$ cat config.mk
export PLATFORM = sky130hd
export DESIGN_NAME = multicycle_datapath
export DESIGN_NICKNAME = d
export VERILOG_FILES = /design/src/rtl/multicycle_datapath.sv
export SDC_FILE = /design/constraint.sdc
export NUM_CORES = 2
export LEC_CHECK = 0
export CORE_MARGIN = 2
export CORE_UTILIZATION = 57
export CTS_CLUSTER_SIZE = 8
export DETAILED_ROUTE_END_ITERATION = 12
export PLACE_DENSITY = 0.78
export SYNTH_ARGS = -nofsm -noshare
export SYNTH_HDL_FRONTEND = slang
export SYNTH_SLANG_ARGS = --single-unit
$ cat constraint.sdc
create_clock -name CLK -period 5.21 [get_ports CLK]
set_input_delay 1.042 -clock CLK [delete_from_list [all_inputs] [get_ports CLK]]
set_output_delay 1.042 -clock CLK [all_outputs]
set_load 0.005 [all_outputs]
$ cat src/rtl/multicycle_datapath.sv
// rtl/multicycle_datapath.sv - multicycle ARM-subset datapath sharing one memory port for fetch and data
module multicycle_datapath #(
    parameter logic [31:0] RESET_VECTOR = 32'h0000_0000,
    parameter int          COND_EN      = 1,
    parameter logic [31:0] REG_INIT     = 32'h0000_0000
) (
    input  logic        CLK,
    input  logic        RST_N,
    output logic        MemReq,
    output logic        MemWE,
    output logic [31:0] MemAddr,
    output logic [31:0] MemWData,
    input  logic        MemReady,
    input  logic [31:0] MemRData,
    output logic [31:0] PC_out,
    output logic [2:0]  State,
    output logic        Retire,
    output logic [3:0]  ALUFlags
);

    typedef enum logic [2:0] {
        S_FETCH  = 3'd0,
        S_DECODE = 3'd1,
        S_EXEC   = 3'd2,
        S_ALUWB  = 3'd3,
        S_MEM    = 3'd4,
        S_LDWB   = 3'd5
    } state_t;

    state_t      state;
    logic [31:0] pc;
    logic [31:0] ir;
    logic [31:0] regs [15];
    logic [3:0]  flags;            // {N, Z, C, V}
    logic        retire;
    logic [31:0] op_a;             // Rn value captured in DECODE
    logic [31:0] op_b;             // Src2 captured in DECODE
    logic [31:0] rd_val;           // Rd value captured in DECODE (store data)
    logic [31:0] alu_result;
    logic [31:0] data_addr;
    logic [31:0] ld_data;
    logic        mem_we;

    // instruction fields
    logic [3:0]  cond;
    logic [1:0]  op;
    logic        imm_sel;
    logic [3:0]  cmd;
    logic        bit20;            // S for data-processing, L for memory
    logic        up;
    logic [3:0]  rn;
    logic [3:0]  rd;
    logic [3:0]  rm;
    logic [7:0]  imm8;
    logic [11:0] imm12;
    logic [23:0] imm24;

    assign cond    = ir[31:28];
    assign op      = ir[27:26];
    assign imm_sel = ir[25];
    assign cmd     = ir[24:21];
    assign bit20   = ir[20];
    assign up      = ir[23];
    assign rn      = ir[19:16];
    assign rd      = ir[15:12];
    assign rm      = ir[3:0];
    assign imm8    = ir[7:0];
    assign imm12   = ir[11:0];
    assign imm24   = ir[23:0];

    logic [31:0] rn_read;
    logic [31:0] rm_read;
    logic [31:0] rd_read;
    logic        cond_true;
    logic        cond_pass;
    logic [32:0] sum_add;
    logic [32:0] sum_sub;
    logic [31:0] alu_res;
    logic        alu_c;
    logic        alu_v;
    logic        alu_ok;
    logic [3:0]  alu_flags;
    logic [31:0] mem_ea;
    logic [31:0] br_target;

    // Register-file reads; R15 returns the address of the instruction plus 8 (PC already advanced by 4)
    always_comb begin
        rn_read = (rn == 4'd15) ? pc + 32'd4 : regs[rn];
        rm_read = (rm == 4'd15) ? pc + 32'd4 : regs[rm];
        rd_read = (rd == 4'd15) ? pc + 32'd4 : regs[rd];
    end

    // Condition evaluation against the architectural NZCV register
    always_comb begin
        cond_true = 1'b0;
        case (cond)
            4'b0000: cond_true = flags[2];
            4'b0001: cond_true = !flags[2];
            4'b0010: cond_true = flags[1];
            4'b0011: cond_true = !flags[1];
            4'b0100: cond_true = flags[3];
            4'b0101: cond_true = !flags[3];
            4'b0110: cond_true = flags[0];
            4'b0111: cond_true = !flags[0];
            4'b1000: cond_true = flags[1] && !flags[2];
            4'b1001: cond_true = !flags[1] || flags[2];
            4'b1010: cond_true = (flags[3] == flags[0]);
            4'b1011: cond_true = (flags[3] != flags[0]);
            4'b1100: cond_true = !flags[2] && (flags[3] == flags[0]);
            4'b1101: cond_true = flags[2] || (flags[3] != flags[0]);
            4'b1110: cond_true = 1'b1;
            default: cond_true = 1'b0;
        endcase
        cond_pass = (COND_EN == 0) ? 1'b1 : cond_true;
    end

    // ALU on the operands captured in DECODE; SUB carry is the inverted borrow
    always_comb begin
        sum_add = {1'b0, op_a} + {1'b0, op_b};
        sum_sub = {1'b0, op_a} + {1'b0, ~op_b} + 33'd1;
        alu_res = 32'h0;
        alu_c   = 1'b0;
        alu_v   = 1'b0;
        alu_ok  = 1'b1;
        case (cmd)
            4'b0000: alu_res = op_a & op_b;
            4'b0010: begin
                alu_res = sum_sub[31:0];
                alu_c   = sum_sub[32];
                alu_v   = (op_a[31] != op_b[31]) && (sum_sub[31] != op_a[31]);
            end
            4'b0100: begin
                alu_res = sum_add[31:0];
                alu_c   = sum_add[32];
                alu_v   = (op_a[31] == op_b[31]) && (sum_add[31] != op_a[31]);
            end
            4'b1100: alu_res = op_a | op_b;
            default: alu_ok = 1'b0;
        endcase
        alu_flags = {alu_res[31], (alu_res == 32'h0), alu_c, alu_v};
    end

    // Effective address for loads/stores and branch target
    always_comb begin
        mem_ea    = up ? op_a + {20'h0, imm12} : op_a - {20'h0, imm12};
        br_target = pc + 32'd4 + {{6{imm24[23]}}, imm24, 2'b00};
    end

    // Main control FSM with architectural state updates
    always_ff @(posedge CLK or negedge RST_N) begin
        if (!RST_N) begin
            state      <= S_FETCH;
            pc         <= RESET_VECTOR;
            ir         <= 32'h0;
            flags      <= 4'h0;
            retire     <= 1'b0;
            op_a       <= 32'h0;
            op_b       <= 32'h0;
            rd_val     <= 32'h0;
            alu_result <= 32'h0;
            data_addr  <= 32'h0;
            ld_data    <= 32'h0;
            mem_we     <= 1'b0;
            for (int i = 0; i < 15; i++) begin
                regs[i] <= REG_INIT;
            end
        end else begin
            retire <= 1'b0;
            case (state)
                S_FETCH: begin
                    if (MemReady) begin
                        ir    <= MemRData;
                        pc    <= pc + 32'd4;
                        state <= S_DECODE;
                    end
                end
                S_DECODE: begin
                    op_a   <= rn_read;
                    op_b   <= imm_sel ? {24'h0, imm8} : rm_read;
                    rd_val <= rd_read;
                    if (!cond_pass) begin
                        retire <= 1'b1;
                        state  <= S_FETCH;
                    end else begin
                        state <= S_EXEC;
                    end
                end
                S_EXEC: begin
                    case (op)
                        2'b00: begin
                            if (alu_ok) begin
                                alu_result <= alu_res;
                                if (bit20) begin
                                    flags <= alu_flags;
                                end
                                state <= S_ALUWB;
                            end else begin
                                retire <= 1'b1;
                                state  <= S_FETCH;
                            end
                        end
                        2'b01: begin
                            data_addr <= mem_ea & 32'hFFFF_FFFC;
                            mem_we    <= !bit20;
                            state     <= S_MEM;
                        end
                        2'b10: begin
                            pc     <= br_target;
                            retire <= 1'b1;
                            state  <= S_FETCH;
                        end
                        default: begin
                            retire <= 1'b1;
                            state  <= S_FETCH;
                        end
                    endcase
                end
                S_ALUWB: begin
                    if (rd == 4'd15) begin
                        pc <= alu_result;
                    end else begin
                        regs[rd] <= alu_result;
                    end
                    retire <= 1'b1;
                    state  <= S_FETCH;
                end
                S_MEM: begin
                    if (MemReady) begin
                        if (mem_we) begin
                            retire <= 1'b1;
                            state  <= S_FETCH;
                        end else begin
                            ld_data <= MemRData;
                            state   <= S_LDWB;
                        end
                    end
                end
                S_LDWB: begin
                    if (rd == 4'd15) begin
                        pc <= ld_data;
                    end else begin
                        regs[rd] <= ld_data;
                    end
                    retire <= 1'b1;
                    state  <= S_FETCH;
                end
                default: state <= S_FETCH;
            endcase
        end
    end

    // Memory request is a decode of the state, forced low while reset is held
    assign MemReq   = RST_N && ((state == S_FETCH) || (state == S_MEM));
    assign MemWE    = (state == S_MEM) && mem_we;
    assign MemAddr  = (state == S_MEM) ? data_addr : (pc & 32'hFFFF_FFFC);
    assign MemWData = rd_val;
    assign PC_out   = pc;
    assign State    = state;
    assign Retire   = retire;
    assign ALUFlags = flags;

endmodule

# --- Word-level counts from Yosys, hierarchy flattened ---
# Cells that the tools add are included.
op_classes:
  n_eq_ne: 40
  n_bitwise: 7
  add_sub_neg: 7
  reduce_logical: 32
  mux: 45
  n_lt_le_gt_ge: 4
ops:
  columns: ["cell", "n"]
  rows:
  - ["480-bit bitwise mux", 2]
  - ["480-bit 2-to-1 mux", 2]
  - ["480-bit one-hot mux with 2 select lines", 1]
  - ["32-bit 2-to-1 mux", 17]
  - ["32-bit binary-select mux with 4-bit select", 3]
  - ["32-bit one-hot mux with 4 select lines", 2]
  - ["32-bit demux with 4-bit select", 1]
  - ["32-bit by 32-bit adder with 33-bit output", 2]
  - ["4-bit equality test, second input constant", 11]
  - ["33-bit by 1-bit adder with 33-bit output, second input constant", 1]
  - ["32-bit by 12-bit adder with 32-bit output", 1]
  - ["32-bit by 3-bit adder with 32-bit output, second input constant", 1]
  - ["32-bit adder", 1]
  - ["32-bit bitwise AND", 1]
  - ["32-bit logical NOT", 1]
  - ["32-bit inverter", 1]
  - ["32-bit bitwise OR", 1]
  - ["32-bit by 12-bit subtractor with 32-bit output", 1]
  - ["4-bit by 3-bit equality test with 1-bit output, second input constant", 5]
  - ["5-bit greater-or-equal comparator, second input constant", 3]
  - ["4-bit inverter with 5-bit output", 3]
  - ["1-bit one-hot mux with 15 select lines", 1]
  - ["4-bit by 2-bit equality test with 1-bit output, second input constant", 3]
  - ["2-bit != test, second input constant", 6]
  - ["32 further kinds", 64]
totals:
  word_cells: 162
  regBits: 743
  output_inout_bits: 106
  inputBits: 35

# --- Logic depth before layout (Yosys ltp) ---
depth:
  ltp_word: 8
  ltp_mapped: 24
  mapped_depth_nobuf: 20

# --- Least setup slack after synthesis ---
# OpenSTA, ideal clock, no wires.
synth_path:
  kind: "reg-to-reg"
  startpoint: "reg ir[0]"
  endpoint: "reg data_addr[30]"
  n_path_buf: 4
  required_ns: 5.076
  setup_ns: 0.134
  slack_ns: -0.142
  path_stages_with_launch: 24
  arrival_time_ns: 5.218
  synth_period_minus_slack_ns: 5.352
  cell_sequence: "dfrtp_1 clkbuf_1 buf_1 clkbuf_1 clkbuf_1 inv_1 ha_1 nand2b_1 or2_2 or3_1 nor3_1 a21oi_1 ha_1 a21o_1 a21o_1 a2111oi_0 o31ai_1 o21ba_2 a31oi_1 a211oi_1 inv_1 a21oi_1 xor2_1 o21ai_0"
synth_between:
  elab_chain_len: 2
  elab_cells_between_ends: 3
  cone_classes: "2 x add/sub; 1 x mux"
synth_lines:
  columns: ["item", "line_no", "source"]
  rows:
  - ["from (decl)", "32", "logic [31:0] ir;"]
  - ["from (signal assigned)", "172", "ir <= MemRData;"]
  - ["32-bit by 12-bit subtractor with 32-bit output / 32-bit by 12-bit adder with 32-bit output (equally long branches)", "145", "mem_ea = up ? op_a + {20'h0, imm12} : op_a - {20'h0, imm12};"]
  - ["32-bit 2-to-1 mux (*)", "145", null]
  - ["to (signal assigned)", "203", "data_addr <= mem_ea & 32'hFFFF_FFFC;"]
  - ["to (decl)", "40", "logic [31:0] data_addr;"]
# Mark *: on every way between the ends. The rest lies on a longest branch, timed or not.
# A chain may end at the register's enable or synchronous reset.

# --- Worst setup path after layout ---
layout_path:
  startpoint: "reg ir[5]"
  endpoint: "reg data_addr[30]"
# The elaborated chain is that of the path after synthesis.

==> impl_metrics.tcl <==
set metrics [dict create \
    status "completed" \
    areaGrowthSynthToFinish_pct 11.5 \
    drt_iter0_markers 5408 \
    cp-start-kind "flip-flop" \
    die_h_um 296 \
    synth.area.top_cells "dfrtp_1 (38%), mux4_2 (16%), o21ai_0 (6.9%)" \
    maxSlewViolCount 0 \
    dpl-instance-area_sq_um 51200 \
    grt_pass1_vias 40527 \
    p_total_mw 36.0 \
    fp.dieW_um 296 \
    cts_hold_buf 0 \
    ir_worst_vdd_uv 501 \
    core_sq_um 84000 \
    fin_ws_ns 0.212 \
    setup_tns_ns 0 \
    p_per_area_nw_per_um2 667 \
    layout.cells.non_filler 6100 \
    clock-sinks 743 \
    fin_worst_skew_ns 0.0346 \
    vias_per_cell 6.98 \
    critical_path.max_fanout 6 \
    num_vias 42561 \
    io_buffers 138 \
    synth_top_cell_by_area "dfrtp_1" \
    period_share 0.959 \
    critPathKind "flip-flop to flip-flop" \
    worstPathArrival_ns 5.53 \
    r2r_cells 17 \
    hold-worst-slack_ns 0.288 \
    power.static_leakage_nw 22.7 \
    hold_violations 0 \
    synth_edf_count 0 \
    cp.required_ns 5.74 \
    synth_common_cells "dfrtp_1 (743), nand2_1 (673), o21ai_0 (671)" \
    seq_area_frac_synth 0.384 \
    grt_pass1_wl_mm 257 \
    cts_tree "built" \
    ys_types 85 \
    avgSynthCellArea_sq_um 9.78 \
    synth.most_common_cell "dfrtp_1" \
    syn-instance-count 4955 \
    io_pins 141 \
    slew_headroom 0.149 \
    clockRootBuffer "clkbuf_16" \
    critPathCaptureType "flip-flop" \
    fin_area_sq_um 54000 \
    nNetsFinal 5146 \
    dr.pass1.iters 6 \
    grt_max_degree 152 \
    grt_usage 0.396 \
    clk_latency_ns 0.69 \
    ys_ff_latch 743 \
    die_area_sq_um 87300 \
    placedCellCount 5977 \
    final-setup-viol-count 0 \
    antenna_found_initial 8 \
    clkSlewWorstSetupHoldPaths_ns 0.05 \
    drc 0 \
    synthesis.area_sq_um 48400 \
    grt.overflow.total 0 \
    dp_slack_ns 0.0345 \
    layout_min_cycle_time_ns 5.00 \
    hold_path_class "primary input to async pin" \
    synth_top_cell_area_share 0.384 \
    drtAntennaViolNets 0 \
    start_util 0.577 \
    fp-row-count 106 \
    yosys_warnings 0 \
    routed_wl_mm 172 \
    diodes 0 \
    nFillCells 6570 \
    fmax_mhz 200 \
    cts_max_level 3 \
    wire_per_inst_um 28.3 \
    async_flop_share 1.00 \
    ys.flop_type "dfrtp_1" \
    drive_above_1_share 0.165 \
    tightest_slew_ns 1.24 \
    max-cap-violations 0 \
    cts_buffers 103 \
    place_hpwl_mm 117 \
    final_util 0.643 \
    gp_congestion 1.01 \
    clk_path_buf_depth 3 \
]
## what timing repair did
item | CTS | global route
gates resized for setup | 1 | 2
endpoints found under the setup margin | 1 | 3
endpoints found under the hold margin | 0 | 0
buffers inserted | 0 | 0
## routing by layer
metal	track usage	up-vias	wire length, um
met2	0.595	3012	76300
met3	0.109	578	22800
met5	0	-	59
met1	0.533	20788	63600
met4	0.194	8	9650
li1	-	18175	-
## where the power goes
group	internal, mW	switching, mW
Sequential	7.48	2.58
Clock	3.55	2.59
Combinational	8.02	11.8
## final timing paths
path | from | end | slack [ns]
min reg2reg | MemWData[2] | MemWData[2] | 0.47
max in group asynchronous | RST_N | PC_out[24] | 3.19
min | RST_N | regs[313] | 0.29
max reg2reg | ir[5] | data_addr[30] | 0.21
min in group CLK | MemWData[2] | MemWData[2] | 0.47
max | ir[5] | data_addr[30] | 0.21
## logic make-up (layout without fill, tap and decap cells)
group                    count (synthesis)  in the layout  share of synthesized area
AO/OA/AOI/OAI                         1468           1468                      0.180
AND/OR/NAND/NOR                       1354           1354                      0.120
flip-flops                             743            743                      0.384
multiplexers                           610            610                      0.216
buffers and inverters                  526            536                     0.0411
adder cells (fa/ha/maj)                163            163                     0.0426
XOR/XNOR                                90             90                     0.0163
other                                    1              2                  0.0000774
## state kept, by name, summed over array words and instances (netlist names)
signal      count
ALUFlags        4
MemWData       32
PC_out         32
Retire          1
State           3
alu_result     32
data_addr      30
ir             32
ld_data        32
mem_we          1
op_a           32
op_b           32
regs          480
## layout by cell type, fill, tap and decap left out, types with 104 or more instances in the layout
cell             count
dfrtp_1            730
clkbuf_16          104
clkdlybuf4s50_1    137
nor2_1             373
mux2i_1            125
o21ai_0            671
mux2_2             146
inv_1              121
ha_1               160
a21oi_1            331
buf_4              141
mux4_2             334
nand2_1            664
## critical path: stages, from the launching register on
cell and delay (ns):
dfrtp_1 0.43, or3_1 0.40, or2_2 0.31, or3_1 0.40, nor3_4 0.32, a21oi_1 0.25, ha_1 0.31, a21o_1 0.19
a21o_1 0.17, a2111oi_1 0.62, o31ai_1 0.16, o21ba_2 0.30, a31oi_1 0.16, a211oi_2 0.31, inv_1 0.07, a21oi_1 0.18
xor2_1 0.17, o21ai_0 0.09
## layout make-up
| cell class | instances | area [sq um] | share of cell area |
|---|---|---|---|
| inverter | 122 | 458 | 0.00848 |
| clock buffer | 116 | 2670 | 0.0494 |
| tap | 1134 | 1420 | 0.0263 |
| timing repair buffer | 291 | 2690 | 0.0497 |
| sequential | 743 | 18600 | 0.345 |
| clock inverter | 7 | 91.3 | 0.00169 |
| multi-input combinational | 3687 | 28100 | 0.520 |
No activity file was read; power rests on OpenSTA's default activity.
